`src/rtl/inv_factorial_pkg.sv`:
```
// Shared types and constants for the inverse-factorial engine.
// Imported by the datapath and the top-level FSM.
package inv_factorial_pkg;

  localparam int TW_DEF = 8;
  localparam int PW_DEF = 12;
  localparam int N_MAX  = 5;

  typedef enum logic [2:0] {
    IDLE  = 3'd0,
    CHECK = 3'd1,
    MUL   = 3'd2,
    CMP   = 3'd3,
    DONE  = 3'd4
  } state_e;

endpackage

```
`src/rtl/inv_factorial_datapath.sv`:
```
// Repeated-addition datapath: holds k!, forms (k+1)! by adding
// k! to itself m times, and compares against the latched target.
module inv_factorial_datapath
  import inv_factorial_pkg::*;
#(
  parameter int TW = TW_DEF,
  parameter int PW = PW_DEF
) (
  input  logic          clk,
  input  logic          reset,
  input  logic          load,
  input  logic          prep,
  input  logic          add,
  input  logic          advance,
  input  logic [TW-1:0] target,
  output logic [3:0]    k_o,
  output logic          cnt_last,
  output logic          gt,
  output logic          eq
);

  logic [TW-1:0] t_q, t_d;
  logic [PW-1:0] acc_q, acc_d;
  logic [PW-1:0] prod_q, prod_d;
  logic [3:0]    k_q, k_d;
  logic [3:0]    m_q, m_d;
  logic [3:0]    cnt_q, cnt_d;

  // Next-state of every datapath register from the FSM controls.
  always_comb begin
    t_d    = t_q;
    acc_d  = acc_q;
    prod_d = prod_q;
    k_d    = k_q;
    m_d    = m_q;
    cnt_d  = cnt_q;
    if (load) begin
      t_d   = target;
      acc_d = {{(PW-1){1'b0}}, 1'b1};
      k_d   = 4'd1;
    end
    if (prep) begin
      prod_d = '0;
      cnt_d  = k_q + 4'd1;
      m_d    = k_q + 4'd1;
    end
    if (add) begin
      prod_d = prod_q + acc_q;
      cnt_d  = cnt_q - 4'd1;
    end
    if (advance) begin
      acc_d = prod_q;
      k_d   = m_q;
    end
  end

  // Register update with synchronous reset.
  always_ff @(posedge clk) begin
    if (reset) begin
      t_q    <= '0;
      acc_q  <= '0;
      prod_q <= '0;
      k_q    <= '0;
      m_q    <= '0;
      cnt_q  <= '0;
    end else begin
      t_q    <= t_d;
      acc_q  <= acc_d;
      prod_q <= prod_d;
      k_q    <= k_d;
      m_q    <= m_d;
      cnt_q  <= cnt_d;
    end
  end

  assign k_o      = k_q;
  assign cnt_last = (cnt_q == 4'd1);
  assign gt       = prod_q > {{(PW-TW){1'b0}}, t_q};
  assign eq       = (acc_q[TW-1:0] == t_q) &&
                    (acc_q[PW-1:TW] == '0);

endmodule

```
`src/rtl/inv_factorial_top.sv`:
```
// Inverse-factorial engine: largest n with n! <= target,
// plus exact-match and zero-target error flags.
module inv_factorial_top
  import inv_factorial_pkg::*;
#(
  parameter int TW = TW_DEF,
  parameter int PW = PW_DEF
) (
  input  logic          clk,
  input  logic          reset,
  input  logic          start,
  input  logic [TW-1:0] target,
  output logic [3:0]    n_out,
  output logic          exact,
  output logic          err,
  output logic          busy,
  output logic          done
);

  state_e state_q, state_d;
  logic [3:0] n_q, n_d;
  logic exact_q, exact_d;
  logic err_q, err_d;
  logic busy_q, busy_d;
  logic done_q, done_d;

  logic load, prep, add, advance;
  logic [3:0] k;
  logic cnt_last, gt, eq;

  inv_factorial_datapath #(
    .TW(TW),
    .PW(PW)
  ) u_dp (
    .clk     (clk),
    .reset   (reset),
    .load    (load),
    .prep    (prep),
    .add     (add),
    .advance (advance),
    .target  (target),
    .k_o     (k),
    .cnt_last(cnt_last),
    .gt      (gt),
    .eq      (eq)
  );

  // Control sequencing and next values of the result registers.
  always_comb begin
    state_d = state_q;
    n_d     = n_q;
    exact_d = exact_q;
    err_d   = err_q;
    load    = 1'b0;
    prep    = 1'b0;
    add     = 1'b0;
    advance = 1'b0;
    unique case (state_q)
      IDLE: begin
        if (start) begin
          if (target != '0) begin
            load    = 1'b1;
            state_d = CHECK;
          end else begin
            n_d     = 4'd0;
            exact_d = 1'b0;
            err_d   = 1'b1;
            state_d = DONE;
          end
        end
      end
      CHECK: begin
        prep    = 1'b1;
        state_d = MUL;
      end
      MUL: begin
        add = 1'b1;
        if (cnt_last) state_d = CMP;
      end
      CMP: begin
        if (gt) begin
          n_d     = k;
          exact_d = eq;
          err_d   = 1'b0;
          state_d = DONE;
        end else begin
          advance = 1'b1;
          state_d = CHECK;
        end
      end
      DONE:    state_d = IDLE;
      default: state_d = IDLE;
    endcase
    done_d = (state_d == DONE);
    busy_d = (state_d != IDLE);
  end

  // State and registered outputs, synchronous reset.
  always_ff @(posedge clk) begin
    if (reset) begin
      state_q <= IDLE;
      n_q     <= '0;
      exact_q <= 1'b0;
      err_q   <= 1'b0;
      busy_q  <= 1'b0;
      done_q  <= 1'b0;
    end else begin
      state_q <= state_d;
      n_q     <= n_d;
      exact_q <= exact_d;
      err_q   <= err_d;
      busy_q  <= busy_d;
      done_q  <= done_d;
    end
  end

  assign n_out = n_q;
  assign exact = exact_q;
  assign err   = err_q;
  assign busy  = busy_q;
  assign done  = done_q;

endmodule

```
`config.mk`:
```
export PLATFORM = sky130hd
export DESIGN_NAME = inv_factorial_top
export DESIGN_NICKNAME = d
export VERILOG_FILES = /design/src/rtl/inv_factorial_pkg.sv /design/src/rtl/inv_factorial_datapath.sv /design/src/rtl/inv_factorial_top.sv
export SDC_FILE = /design/constraint.sdc
export NUM_CORES = 1
export LEC_CHECK = 0
export CORE_MARGIN = 5
export CORE_UTILIZATION = 63
export DETAILED_ROUTE_END_ITERATION = 10
export PLACE_DENSITY = 0.89
export SYNTH_ARGS = -nofsm -noshare
export SYNTH_HDL_FRONTEND = slang
export SYNTH_HIERARCHICAL = 1
export SYNTH_SLANG_ARGS = --single-unit
```
`constraint.sdc`:
```
create_clock -name clk -period 3.7 [get_ports clk]
set_input_delay 0.555 -clock clk [delete_from_list [all_inputs] [get_ports clk]]
set_output_delay 0.555 -clock clk [all_outputs]
set_load 0.05 [all_outputs]
```
==> impl_metrics.tcl <==
set metrics [dict create \
    syn_area_per_cell_um2 8.90 \
    p_per_area_nw_per_um2 351 \
    cts_resized 0 \
    holdWs_ns 0.482 \
    fp.dieH_um 79.5 \
    hpwl_um 4760 \
    synth_edf_count 0 \
    grt_pass1_wl_um 11000 \
    numPlacedInstances 413 \
    num_rows 25 \
    setup_tns_ns 0 \
    mappedNetlistArea_um2 3050 \
    io_pins 19 \
    finalInstanceArea_um2 3340 \
    drcViolationCount 0 \
    dr_total_vias 2501 \
    power.switching_mw 0.339 \
    synth_flop_cell "dfxtp_1" \
    overflow 0 \
    synthArstFlopShare 0 \
    layout_setup_ws_ns 0.885 \
    start_util 0.645 \
    synth.area.top_cells "dfxtp_1 36%, ha_1 9.0%, a21oi_1 5.9%, nor2_1 5.3%, mux2i_1 4.9%" \
    p_int_mw 0.835 \
    die_w_um 79.5 \
    preCtsSetupSlack_ns 0.943 \
    num_antenna_cells 0 \
    worstPathMaxFanout 32 \
    synth_fp_nets 376 \
    numCtsBuffers 5 \
    antenna_found_initial 0 \
    setup.worst_path.class "reg2reg" \
    io_buffers 18 \
    grt.total_usage 0.216 \
    rsz0062_at_grt "no" \
    max_freq_ghz 0.355 \
    layout_min_cycle_time_ns 2.81 \
    maxCapViolCount 0 \
    tightest_slew_ns 0.728 \
    max-vdd-ir-drop_mv 0.195 \
    period_share 0.761 \
    grt_max_degree 49 \
    hp-start "n_out[2]" \
    drt-initial-drc-count 186 \
    regToRegStartpoint "u_dp/t_q[5]" \
    postCtsSetupBuffers 0 \
    gp_congestion 0.825 \
    utilization 0.707 \
    cts_root_buffer "clkbuf_8" \
    ctsHtreeMaxLevel 2 \
    avgRoutedWirePerCell_um 15.5 \
    slew_viol_final 0 \
    switching_share 0.289 \
    syn_inst 342 \
    nets 387 \
    ys_types 46 \
    core_area_um2 4720 \
    die_area_um2 6320 \
    power_leakage_nw 1.32 \
    cts_hold_buf 0 \
    cts.sinks 55 \
    synthToLayoutAreaGrowth_pct 9.70 \
    viasPerCell 5.97 \
    finalSetupViolations 0 \
    crit_required_ns 3.89 \
    startpoint "u_dp/t_q[5]" \
    wl_um 6490 \
    ys.warnings.count 6 \
    ys_ff_latch 55 \
    grt_pass1_vias 2454 \
    cts_buffer_depth 2 \
    postRouteAntennaNets 0 \
    drive_gt1_frac 0.0597 \
    cts_tree "built" \
    total_power_mw 1.17 \
    crit_path_end_kind "flip-flop" \
    cp.arrival_ns 3.00 \
    firstDrtPassIters 4 \
    clk_latency_ns 0.31 \
    synth.top_cell.area_share 0.362 \
    synth_area_leader_cell "dfxtp_1" \
    slew_headroom 0.513 \
    ys_seq_area_frac 0.362 \
    hold_class "reg2reg" \
    outcome "finished, final reports clean" \
    clock_skew_ns 0.00707 \
    hold_viol 0 \
    num-fill-cells 344 \
    pwr-share-comb 0.181 \
    placed_area_um2 3260 \
    p_clk_frac 0.267 \
    path_clk_slew_ns 0.09 \
    instances_no_fill 419 \
    crit_path_start_kind "flip-flop" \
    p_seq_frac 0.551 \
]
-- worst max-delay path: stages (launching register included) --
cell and delay [ns]:
dfxtp_1 0.38, inv_1 0.06, ha_1 0.31, a21o_1 0.16
a21o_1 0.17, a21oi_1 0.21, o21a_1 0.15, o21ai_0 0.14
and4bb_2 0.79, nor3b_1 0.11, a21oi_1 0.16, nor2_1 0.05
-- power groups by stage --
| stage | logic, mW | clock network, mW | registers [mW] |
|---|---|---|---|
| floorplan | 0.155 | 0 | 0.652 |
| global placement | 0.198 | 0 | 0.658 |
| detailed placement | 0.210 | 0 | 0.661 |
| CTS | 0.212 | 0.322 | 0.647 |
| global route | 0.232 | 0.345 | 0.651 |
| finish | 0.213 | 0.314 | 0.647 |
-- layout by cell type, fill, tap and decap left out, types with 2 or more instances in the layout --
cell / Yosys / routed
nor3_1: 8 / 8
buf_4: 0 / 5
nor3b_1: 19 / 19
nor2_1: 43 / 43
a22o_1: 6 / 6
xnor2_1: 14 / 14
nand2_1: 15 / 15
a21o_1: 4 / 4
o21ai_0: 11 / 11
o21ai_1: 2 / 2
and4bb_2: 2 / 2
o21a_1: 3 / 3
nor4_1: 3 / 3
ha_1: 22 / 22
o211ai_1: 3 / 3
clkbuf_8: 0 / 5
nor4_4: 2 / 2
a211oi_1: 4 / 4
nor2b_1: 5 / 5
nand2b_1: 11 / 11
dfxtp_1: 55 / 55
mux2i_1: 15 / 15
o31a_1: 2 / 2
nand3b_1: 2 / 2
xor2_1: 5 / 5
nand3_1: 2 / 2
clkdlybuf4s50_1: 0 / 18
inv_1: 11 / 11
nand4_1: 3 / 3
a21oi_1: 36 / 36
-- synthesized netlist by cell type, types with 3 or more instances --
master / count
dfxtp_1: 55
nor2_1: 43
a21oi_1: 36
ha_1: 22
nor3b_1: 19
mux2i_1: 15
nand2_1: 15
xnor2_1: 14
clkbuf_1: 13
inv_1: 11
nand2b_1: 11
o21ai_0: 11
nor3_1: 8
a22o_1: 6
nor2b_1: 5
xor2_1: 5
a211oi_1: 4
a21o_1: 4
buf_2: 3
nand4_1: 3
nor4_1: 3
o211ai_1: 3
o21a_1: 3
-- metal layers --
metal | share of wire | global-route usage
met4 | 0.030 | 0.105
met3 | 0.047 | 0.0384
met5 | 0 | 0
met2 | 0.50 | 0.383
met1 | 0.42 | 0.249
-- logic make-up after synthesis --
kind of cell / count (synthesis) / share of synthesized area
AOI/OAI and AO/OA: 78 / 0.164
xor gates and xnor gates: 19 / 0.0546
adders and majority gates: 23 / 0.0970
buffers and inverters: 30 / 0.0407
DFF: 55 / 0.362
muxes: 15 / 0.0493
and+or+nand+nor: 122 / 0.233
-- flip-flops by register name, indices dropped and copies added, names as in the netlist --
name         cells
busy             1
done             1
err              1
exact            1
n_out            4
state_q          3
u_dp/acc_q      12
u_dp/cnt_q       4
u_dp/k_o         4
u_dp/m_q         4
u_dp/prod_q     12
u_dp/t_q         8
-- final cells by class --
type / count / area [um2] / share of cell area
multi-input cells: 257 / 1820 / 0.545
repair buffers: 23 / 218 / 0.0652
clock inverters: 1 / 7.51 / 0.00225
clock buffers: 5 / 68.8 / 0.0206
flip-flops and latches: 55 / 1100 / 0.330
well taps: 67 / 83.8 / 0.0251
inverters: 11 / 41.3 / 0.0124
-- final timing paths --
| kind | end | slack [ns] | cells past startpoint |
|---|---|---|---|
| max | u_dp/acc_q[11] | 0.89 | 11 |
| max reg2reg | u_dp/acc_q[11] | 0.89 | 11 |
| min reg2reg | n_out[2] | 0.48 | 2 |
| min | n_out[2] | 0.48 | 2 |
Note: power is estimated with default switching activity, not from simulation.
